--- config.mk ---
export PLATFORM = sky130hd
export DESIGN_NAME = fps_window_ctrl
export DESIGN_NICKNAME = d
export VERILOG_FILES = /design/src/rtl/fps_pkg.sv /design/src/rtl/vsync_edge_sync.sv /design/src/rtl/fps_window_ctrl.sv
export SDC_FILE = /design/constraint.sdc
export NUM_CORES = 1
export LEC_CHECK = 0
export CORE_ASPECT_RATIO = 0.6
export CORE_MARGIN = 2
export CORE_UTILIZATION = 23
export CTS_CLUSTER_DIAMETER = 150
export CTS_CLUSTER_SIZE = 8
export DETAILED_ROUTE_END_ITERATION = 10
export PLACE_DENSITY_LB_ADDON = 0.12
export SYNTH_ARGS = -nofsm -noshare
export SYNTH_HDL_FRONTEND = slang
export SYNTH_SLANG_ARGS = --single-unit
--- constraint.sdc ---
create_clock -name CLK16MHz -period 1.88 [get_ports CLK16MHz]
set_clock_uncertainty 0.05 [all_clocks]
set_input_delay 0.47 -clock CLK16MHz [delete_from_list [all_inputs] [get_ports CLK16MHz]]
set_output_delay 0.47 -clock CLK16MHz [all_outputs]
set_load 0.05 [all_outputs]
--- src/rtl/fps_pkg.sv ---
// Shared definitions for the frame-rate measurement block: FSM states and
// the default window and timeout lengths.
package fps_pkg;

  typedef enum logic {
    IDLE    = 1'b0,
    MEASURE = 1'b1
  } fps_state_t;

  localparam int unsigned CLOCKS_PER_SEC_DEF = 15998100;
  localparam int unsigned TIMEOUT_CLKS_DEF   = 400000;
  localparam int unsigned COUNT_W_DEF        = 7;

endpackage

--- src/rtl/vsync_edge_sync.sv ---
// Multi-stage synchronizer for an asynchronous sync input, followed by a
// registered falling-edge detector. The pulse trails the pin by SYNC_STAGES+1.
module vsync_edge_sync #(
  parameter int unsigned SYNC_STAGES = 2
) (
  input  logic CLK16MHz,
  input  logic RESET_N,
  input  logic SIG_IN,
  output logic SIG_SYNC,
  output logic SIG_FALL
);

  logic [SYNC_STAGES-1:0] sync_q;
  logic                   prev_q;
  logic                   fall_q;

  always_ff @(posedge CLK16MHz or negedge RESET_N) begin
    if (!RESET_N) begin
      sync_q <= '0;
      prev_q <= 1'b0;
      fall_q <= 1'b0;
    end else begin
      sync_q <= {sync_q[SYNC_STAGES-2:0], SIG_IN};
      prev_q <= sync_q[SYNC_STAGES-1];
      fall_q <= prev_q & ~sync_q[SYNC_STAGES-1];
    end
  end

  assign SIG_SYNC = sync_q[SYNC_STAGES-1];
  assign SIG_FALL = fall_q;

endmodule

--- src/rtl/fps_window_ctrl.sv ---
// Frame-rate gate: counts synchronized VSYNC falling edges over back-to-back
// one-second windows and publishes each count through a VALID/ACK handshake.
module fps_window_ctrl
  import fps_pkg::*;
#(
  parameter int unsigned CLOCKS_PER_SEC = CLOCKS_PER_SEC_DEF,
  parameter int unsigned COUNT_W        = COUNT_W_DEF,
  parameter int unsigned SYNC_STAGES    = 2,
  parameter int unsigned TIMEOUT_CLKS   = TIMEOUT_CLKS_DEF
) (
  input  logic               CLK16MHz,
  input  logic               RESET_N,
  input  logic               ENABLE,
  input  logic               VSYNC,
  output logic [COUNT_W-1:0] FPS,
  output logic               FPS_VALID,
  input  logic               FPS_ACK,
  output logic               SATURATED,
  output logic               OVERRUN,
  output logic               SIGNAL_LOST,
  output logic               BLINK_PIN
);

  localparam int unsigned GATE_W = $clog2(CLOCKS_PER_SEC);
  localparam int unsigned TO_W   = $clog2(TIMEOUT_CLKS + 1);

  localparam logic [GATE_W-1:0]  GATE_LAST = GATE_W'(CLOCKS_PER_SEC - 1);
  localparam logic [TO_W-1:0]    TO_MAX    = TO_W'(TIMEOUT_CLKS);
  localparam logic [COUNT_W-1:0] CNT_MAX   = '1;

  logic sync_level_unused;
  logic edge_pulse;

  vsync_edge_sync #(
    .SYNC_STAGES(SYNC_STAGES)
  ) u_vsync_sync (
    .CLK16MHz(CLK16MHz),
    .RESET_N (RESET_N),
    .SIG_IN  (VSYNC),
    .SIG_SYNC(sync_level_unused),
    .SIG_FALL(edge_pulse)
  );

  fps_state_t         state_q, state_d;
  logic [GATE_W-1:0]  gate_q, gate_d;
  logic [COUNT_W-1:0] edges_q, edges_d;
  logic               sat_q, sat_d;
  logic [TO_W-1:0]    to_q, to_d;
  logic [COUNT_W-1:0] fps_q, fps_d;
  logic               valid_q, valid_d;
  logic               sat_out_q, sat_out_d;
  logic               ovr_q, ovr_d;
  logic               blink_q, blink_d;

  logic [COUNT_W-1:0] edges_nx;
  logic               sat_nx;
  logic               publish;

  always_ff @(posedge CLK16MHz or negedge RESET_N) begin
    if (!RESET_N) begin
      state_q   <= IDLE;
      gate_q    <= '0;
      edges_q   <= '0;
      sat_q     <= 1'b0;
      to_q      <= '0;
      fps_q     <= '0;
      valid_q   <= 1'b0;
      sat_out_q <= 1'b0;
      ovr_q     <= 1'b0;
      blink_q   <= 1'b0;
    end else begin
      state_q   <= state_d;
      gate_q    <= gate_d;
      edges_q   <= edges_d;
      sat_q     <= sat_d;
      to_q      <= to_d;
      fps_q     <= fps_d;
      valid_q   <= valid_d;
      sat_out_q <= sat_out_d;
      ovr_q     <= ovr_d;
      blink_q   <= blink_d;
    end
  end

  always_comb begin
    state_d   = state_q;
    gate_d    = gate_q;
    edges_d   = edges_q;
    sat_d     = sat_q;
    to_d      = to_q;
    fps_d     = fps_q;
    valid_d   = valid_q;
    sat_out_d = sat_out_q;
    ovr_d     = ovr_q;
    blink_d   = blink_q;
    publish   = 1'b0;

    // Count including this cycle's edge, so a terminal-cycle edge is published
    edges_nx = (edge_pulse && (edges_q != CNT_MAX)) ? edges_q + 1'b1 : edges_q;
    sat_nx   = sat_q | (edge_pulse && (edges_q == CNT_MAX));

    if (!ENABLE) begin
      state_d = IDLE;
      gate_d  = '0;
      edges_d = '0;
      sat_d   = 1'b0;
      to_d    = '0;
      valid_d = 1'b0;
      ovr_d   = 1'b0;
    end else begin
      unique case (state_q)
        IDLE: state_d = MEASURE;
        MEASURE: begin
          if (edge_pulse) begin
            to_d = '0;
          end else if (to_q != TO_MAX) begin
            to_d = to_q + 1'b1;
          end
          if (gate_q == GATE_LAST) begin
            publish   = 1'b1;
            gate_d    = '0;
            edges_d   = '0;
            sat_d     = 1'b0;
            fps_d     = edges_nx;
            sat_out_d = sat_nx;
            blink_d   = ~blink_q;
          end else begin
            gate_d  = gate_q + 1'b1;
            edges_d = edges_nx;
            sat_d   = sat_nx;
          end
        end
        default: state_d = IDLE;
      endcase

      // A same-cycle ACK is absorbed by the new publish and leaves OVERRUN alone
      if (publish) begin
        valid_d = 1'b1;
        if (valid_q && !FPS_ACK) begin
          ovr_d = 1'b1;
        end
      end else if (FPS_ACK && valid_q) begin
        valid_d = 1'b0;
        ovr_d   = 1'b0;
      end
    end
  end

  assign FPS         = fps_q;
  assign FPS_VALID   = valid_q;
  assign SATURATED   = sat_out_q;
  assign OVERRUN     = ovr_q;
  assign SIGNAL_LOST = (to_q == TO_MAX);
  assign BLINK_PIN   = blink_q;

endmodule

==> flow_summary.ini <==
[outcome]
outcome = finished, violations left
violations = setup timing

[placement]
placed_cell_area_sq_um = 4740
dp_cells = 693
place_ws_ns = -0.447
dp_hpwl_mm = 8.58
port_buffers = 16
finalWeightedCongestion = 0.865

[logic_synthesis]
yosysMostFrequentCell = dfrtp_1
async_flop_share_pct = 100
ys_seq_area_share_pct = 45.2
ys_ff_latch = 67
synth.top_cell.area_share_pct = 45.2
syn_inst = 403
synth_area_sq_um = 3710
synth_largest_area_cell = dfrtp_1
ys.flop_type = dfrtp_1
synth.area.top_cells = dfrtp_1, nand2_1, nor2_1
yosys_warnings = 0
synth-edff-count = 0
synth_fp_nets = 412
synth_commonest_cells = dfrtp_1, nand2_1, nor2_1
syn_area_per_cell_sq_um = 9.21
synth_cell_types = 59

[timing]
rsz0062_at_grt = yes
tightest_slew_ns = 0.435
min_period_ns = 2.09
hold_viol = 0
hold_ws_ns = 0.0815
post-route-period-util_pct = 111
max_freq_ghz = 0.478
layout_setup_ws_ns = -0.211
max_slew_margin_pct = 71.0
setup_viol = 41
slew_violations = 0

[die]
design.core.area_sq_um = 15500
dieArea_sq_um = 17200
io_pins = 17
rows = 35
chipWidth_um = 168
initial_core_util_pct = 23.9
die_y_um = 102

[power_and_ir_drop]
p_sw_share_pct = 24.4
seqPwrFrac_pct = 45.1
power.density_nw_per_um2 = 571
power.internal_uw = 2470
pwr-share-clk_pct = 47.3
p_comb_share_pct = 7.6
ir_worst_vdd_uv = 263
power.leakage_uw = 0.00237
switchingPower_uw = 798

[setup_path]
endpoint_kind = output port
arrival_ns = 1.57
slowest_delay_ns = 0.39
cp.required_ns = 1.36
path_class = reg -> out
rr_worst_depth = 8
worstPathCellList = inv_2 -> ha_2 -> and4b_1 -> nand3_4 -> nor2_4 -> buf_12
cp_slowest_cell = dfrtp_1
cp_max_fo = 2
cp-start-kind = flop

[min_path]
hold_path_class = in -> async

[global_route]
grt_pass1_wl_mm = 20.3
gr-usage-all-layers_pct = 15.6
antenna_found_initial = 0
grt_start_max_net_pins = 68
grt_overflow = 0
grt_pass1_vias = 3521

[clocking]
cts_max_level = 3
clock_latency_ns = 0.33
cts.clk_slew.worst_paths_ns = 0.05
cts_buffers = 9
root_buffer = clkbuf_16
cts_tree = built
clkSinkCount = 67
clockBufferDepth = 2

[route]
wirelength_mm = 13.1
via_per_inst = 5.02
drt-initial-drc-count = 193
vias = 3661
drt_pass1_iterations = 5
route.detailed.drc = 0
ant_nets = 0
avgRoutedWirePerCell_um = 17.9

[cells_and_area]
layout.cells.non_filler = 729
design_area_sq_um = 5730
diodes = 0
syn_to_final_growth_pct = 54.3
fill_cells = 1555
nets = 531
drive_gt1_share_pct = 46.8
final_core_util_pct = 36.8

[flow_run]
maxCapViolCount = 0
## cell families (layout without fill, tap and decap cells)
logic type                 count (synthesis)  in the layout  share of synthesized area [%]
AOI/OAI and AO/OA                         88             88                           15.4
xor gates and xnor gates                  15             15                           3.74
adders and majority gates                  4              4                           1.35
buffers and inverters                     33            155                           4.15
DFF                                       67             67                           45.2
muxes                                      4              4                           1.15
and+or+nand+nor                          192            193                           29.0
## power groups by stage
stage / registers [uW] / logic (uW) / clock network (uW)
after global routing: 1470 / 271 / 1680
after global placement: 1500 / 206 / 0
after CTS: 1470 / 233 / 1610
after floorplan: 1500 / 80.2 / 0
final: 1470 / 250 / 1550
after detailed placement: 1500 / 207 / 0
## worst paths after layout
| check | from | end | slack, ns |
|---|---|---|---|
| worst min-delay path | RESET_N | to_q[2] | 0.08 |
| worst min register to register | u_vsync_sync.sync_q[0] | u_vsync_sync.sync_q[1] | 0.30 |
| worst max-delay path | to_q[1] | SIGNAL_LOST | -0.21 |
| min in group CLK16MHz | u_vsync_sync.sync_q[0] | u_vsync_sync.sync_q[1] | 0.30 |
| worst max register to register | gate_q[2] | gate_q[21] | -0.19 |
| max in group asynchronous | RESET_N | gate_q[10] | 1.30 |
## layout by cell type, fill, tap and decap left out, types with 4 or more instances in the layout
master	instances
dfrtp_1	60
a32o_1	4
and2_1	6
a21oi_2	5
dfrtp_2	7
nor3b_2	4
nor2_2	4
nand3_4	4
xor2_1	9
a31o_2	7
nor2_1	21
xnor2_1	5
nor3_2	6
o21ai_0	6
nor4_4	5
nand2_1	41
nor4_1	5
nand3_2	4
nand4_1	11
inv_1	9
nor4b_2	4
nand3_1	12
a21oi_1	14
and3_1	13
o21ai_1	10
or4_4	7
a31oi_1	4
buf_6	18
buf_4	103
nor3_1	8
clkbuf_16	9
o21ai_2	12
## metrics by stage
stage	setup TNS [ns]	total power (uW)
after detailed placement	-12.95	1700
after CTS	-2.21	3310
after floorplan	-0.786	1580
after global routing	-6.95	3420
after global placement	-13.36	1700
final	-3.41	3270
## final cells by class
class | count | area (sq um) | share of cell area (%)
inverter | 11 | 45.0 | 0.787
sequential | 67 | 1690 | 29.4
timing repair buffer | 129 | 1080 | 18.9
multi-input combinational | 304 | 2390 | 41.8
tap | 203 | 254 | 4.44
clock buffer | 13 | 250 | 4.37
clock inverter | 2 | 12.5 | 0.219
## routing by layer
| metal | track usage (%) | wire [um] |
|---|---|---|
| met1 | 24.7 | 7000 |
| met2 | 19.9 | 5060 |
| met3 | 5.00 | 912 |
| met4 | 2.74 | 107 |
| met5 | 0 | 0 |
## registers in the layout (all words and copies together) (netlist names), 2 cells and up
register	cells
gate_q	24
to_q	19
FPS	7
edges_q	7
u_vsync_sync.sync_q	2
## critical path: cells and delay by family (launching register included)
family        cells  cell delay (ns)
fa+ha+maj         1             0.15
simple gates      3             0.49
flops             1             0.39
buf+inv           2             0.21
## what timing repair did
item                                    4_1_cts  5_1_grt
resized for setup                            83       65
buffers inserted                             14       10
hold buffers                                  0        0
cloned                                        2        1
endpoints found under the setup margin       47       58
pin swaps                                    30       23
(Power assumes the default switching activity.)
==> RTL edit: new RTL, same flow settings <==
`SYNC_STAGES` is set to 2 in 2 places; all go to 4.
--- a/src/rtl/vsync_edge_sync.sv
+++ b/src/rtl/vsync_edge_sync.sv
@@ -3,3 +3,3 @@
 module vsync_edge_sync #(
-  parameter int unsigned SYNC_STAGES = 2
+  parameter int unsigned SYNC_STAGES = 4
 ) (
--- a/src/rtl/fps_window_ctrl.sv
+++ b/src/rtl/fps_window_ctrl.sv
@@ -7,3 +7,3 @@
   parameter int unsigned COUNT_W        = COUNT_W_DEF,
-  parameter int unsigned SYNC_STAGES    = 2,
+  parameter int unsigned SYNC_STAGES    = 4,
   parameter int unsigned TIMEOUT_CLKS   = TIMEOUT_CLKS_DEF
Formal check against the unedited RTL: same outputs for any inputs over 10 cycles, from zero or initial values and one cycle with RESET_N low; that may be too few to reach the edited logic, so the function may still have changed.
==> RTL edit against the unedited design <==
- the run still ends with setup timing left
- utilization decreased by 1.6 points
- area after synthesis grew 2.2%
- setup slack improved by 0.012 ns
- sequential power grew 3%
- sequential cell count increased by 2
- cell count fell by 0.14%
- register-to-register slack better by 0.04 ns
- routed wire length is 9.0% lower
- non-clock buffer count decreased by 2
- die area grew 2.1%
- total power grew 10%
- via count shrank 6.3%
- final area down 0.37%
- critical path type unchanged
- critical endpoint unchanged
- largest cell class unchanged
==> RTL edit: results (changes against the unedited design) <==
power:
  p_leak_nw: 2.408  # +1.8%
  pwr_density_cell_nw_per_um2: 632.6  # +11%
  ir_worst_vdd_v: 0.0003099  # +18%
  intPower_mw: 2.762  # +12%
  p_clk_share_pct: 51.0  # +3.7 points
timing:
  hold_slack_ns: 0.2972  # +0.2157 ns
  setup_viol: 18  # -56%
  fin_ws_ns: -0.1997  # +0.01175 ns
  slew_headroom_pct: 70.17  # -0.80 points
finish:
  final_nets: 524  # -1.3%
  num-fill-cells: 1633  # +5.0%
worst_setup_path:
  rr_endpoint: "FPS[2]$_DFFE_PN0P_"
  ff2ff_path_depth: 7  # -1
  r2r_setup_slack_ns: -0.15  # +0.04 ns
  critPathLaunch: "to_q[0]$_DFFE_PN0P_"
  r2r_start: "gate_q[3]$_DFFE_PN0P_"
synthesis:
  synth-compound-area-share_pct: 12.31  # -3.1 points
  yosys.cell_types.count: 64  # +8.5%
  synth.area.top_cells: "dfrtp_1 (46%), nand2_1 (3.5%), nor2_1 (3.4%), nand4_1 (2.8%), nand3_1 (2.8%)"
  syn-num-nets: 400  # -2.9%
  syn_inst: 391  # -3.0%
  synthMuxAreaShare_pct: 2.905  # +1.8 points
  ys_seq_area_share_pct: 45.56  # +0.37 points
  netlist_top_cells_count: "dfrtp_1 (69), nand2_1 (35), nor2_1 (34)"
  synthAdderAreaFrac_pct: 1.321  # -0.029 points
  synth_xor_area_share_pct: 4.853  # +1.1 points
global_route:
  grt_pass1_wl_um: 19040  # -6.4%
  grt_pass1_vias: 3484  # -1.1%
  grt_max_degree: 58  # -15%
placement:
  place_area_um2: 4870  # +2.8%
  place_ws_ns: -0.3141  # +0.1330 ns
  hpwlAfterDp_um: 8400  # -2.1%
  globalplace.congestion: 0.7830  # -9.4%
run_status:
  outcome: "finished, violations left"
  violations: "setup timing"
detailed_routing:
  first_pass_iters: 4  # -1
  routed_via_density: 4.712  # -6.2%
clock_tree:
  hold_buffers: 1  # +1
worst_hold_path:
  hold_path_class: "reg2reg"
==> RTL edit: cell types whose count changed after synthesis, sizes merged, moves of 7 or more <==
cell    before  now
or3          5   12
nand2       44   35
nor3        15    6
clkbuf      13    6
a21oi       19   12
a31o         8    0
==> RTL edit: area by class of cell <==
type                            count  area, µm²  area share, %
Inverter                           14      52.55         0.9213
Sequential cell                    69       1730          30.34
Multi-Input combinational cell    294       2240          39.26
Tap cell                          209      261.5          4.584
Timing Repair Buffer              127       1106          19.39
Clock inverter                      6      88.84          1.557
Clock buffer                        9      225.2          3.948
==> RTL edit: worst max-delay path, cell delays in order (launching register included) <==
cell	delay, ns
dfrtp_1	0.38
inv_1	0.06
ha_1	0.15
and4b_1	0.26
nand3_4	0.11
nor2_4	0.12
buf_12	0.14
==> RTL edit: per-layer routing <==
layer  track usage [%]  wire length [µm]
met5                 0                 0
met2             20.35              4822
met4             3.156                75
met3             2.892               431
met1             22.01              6581
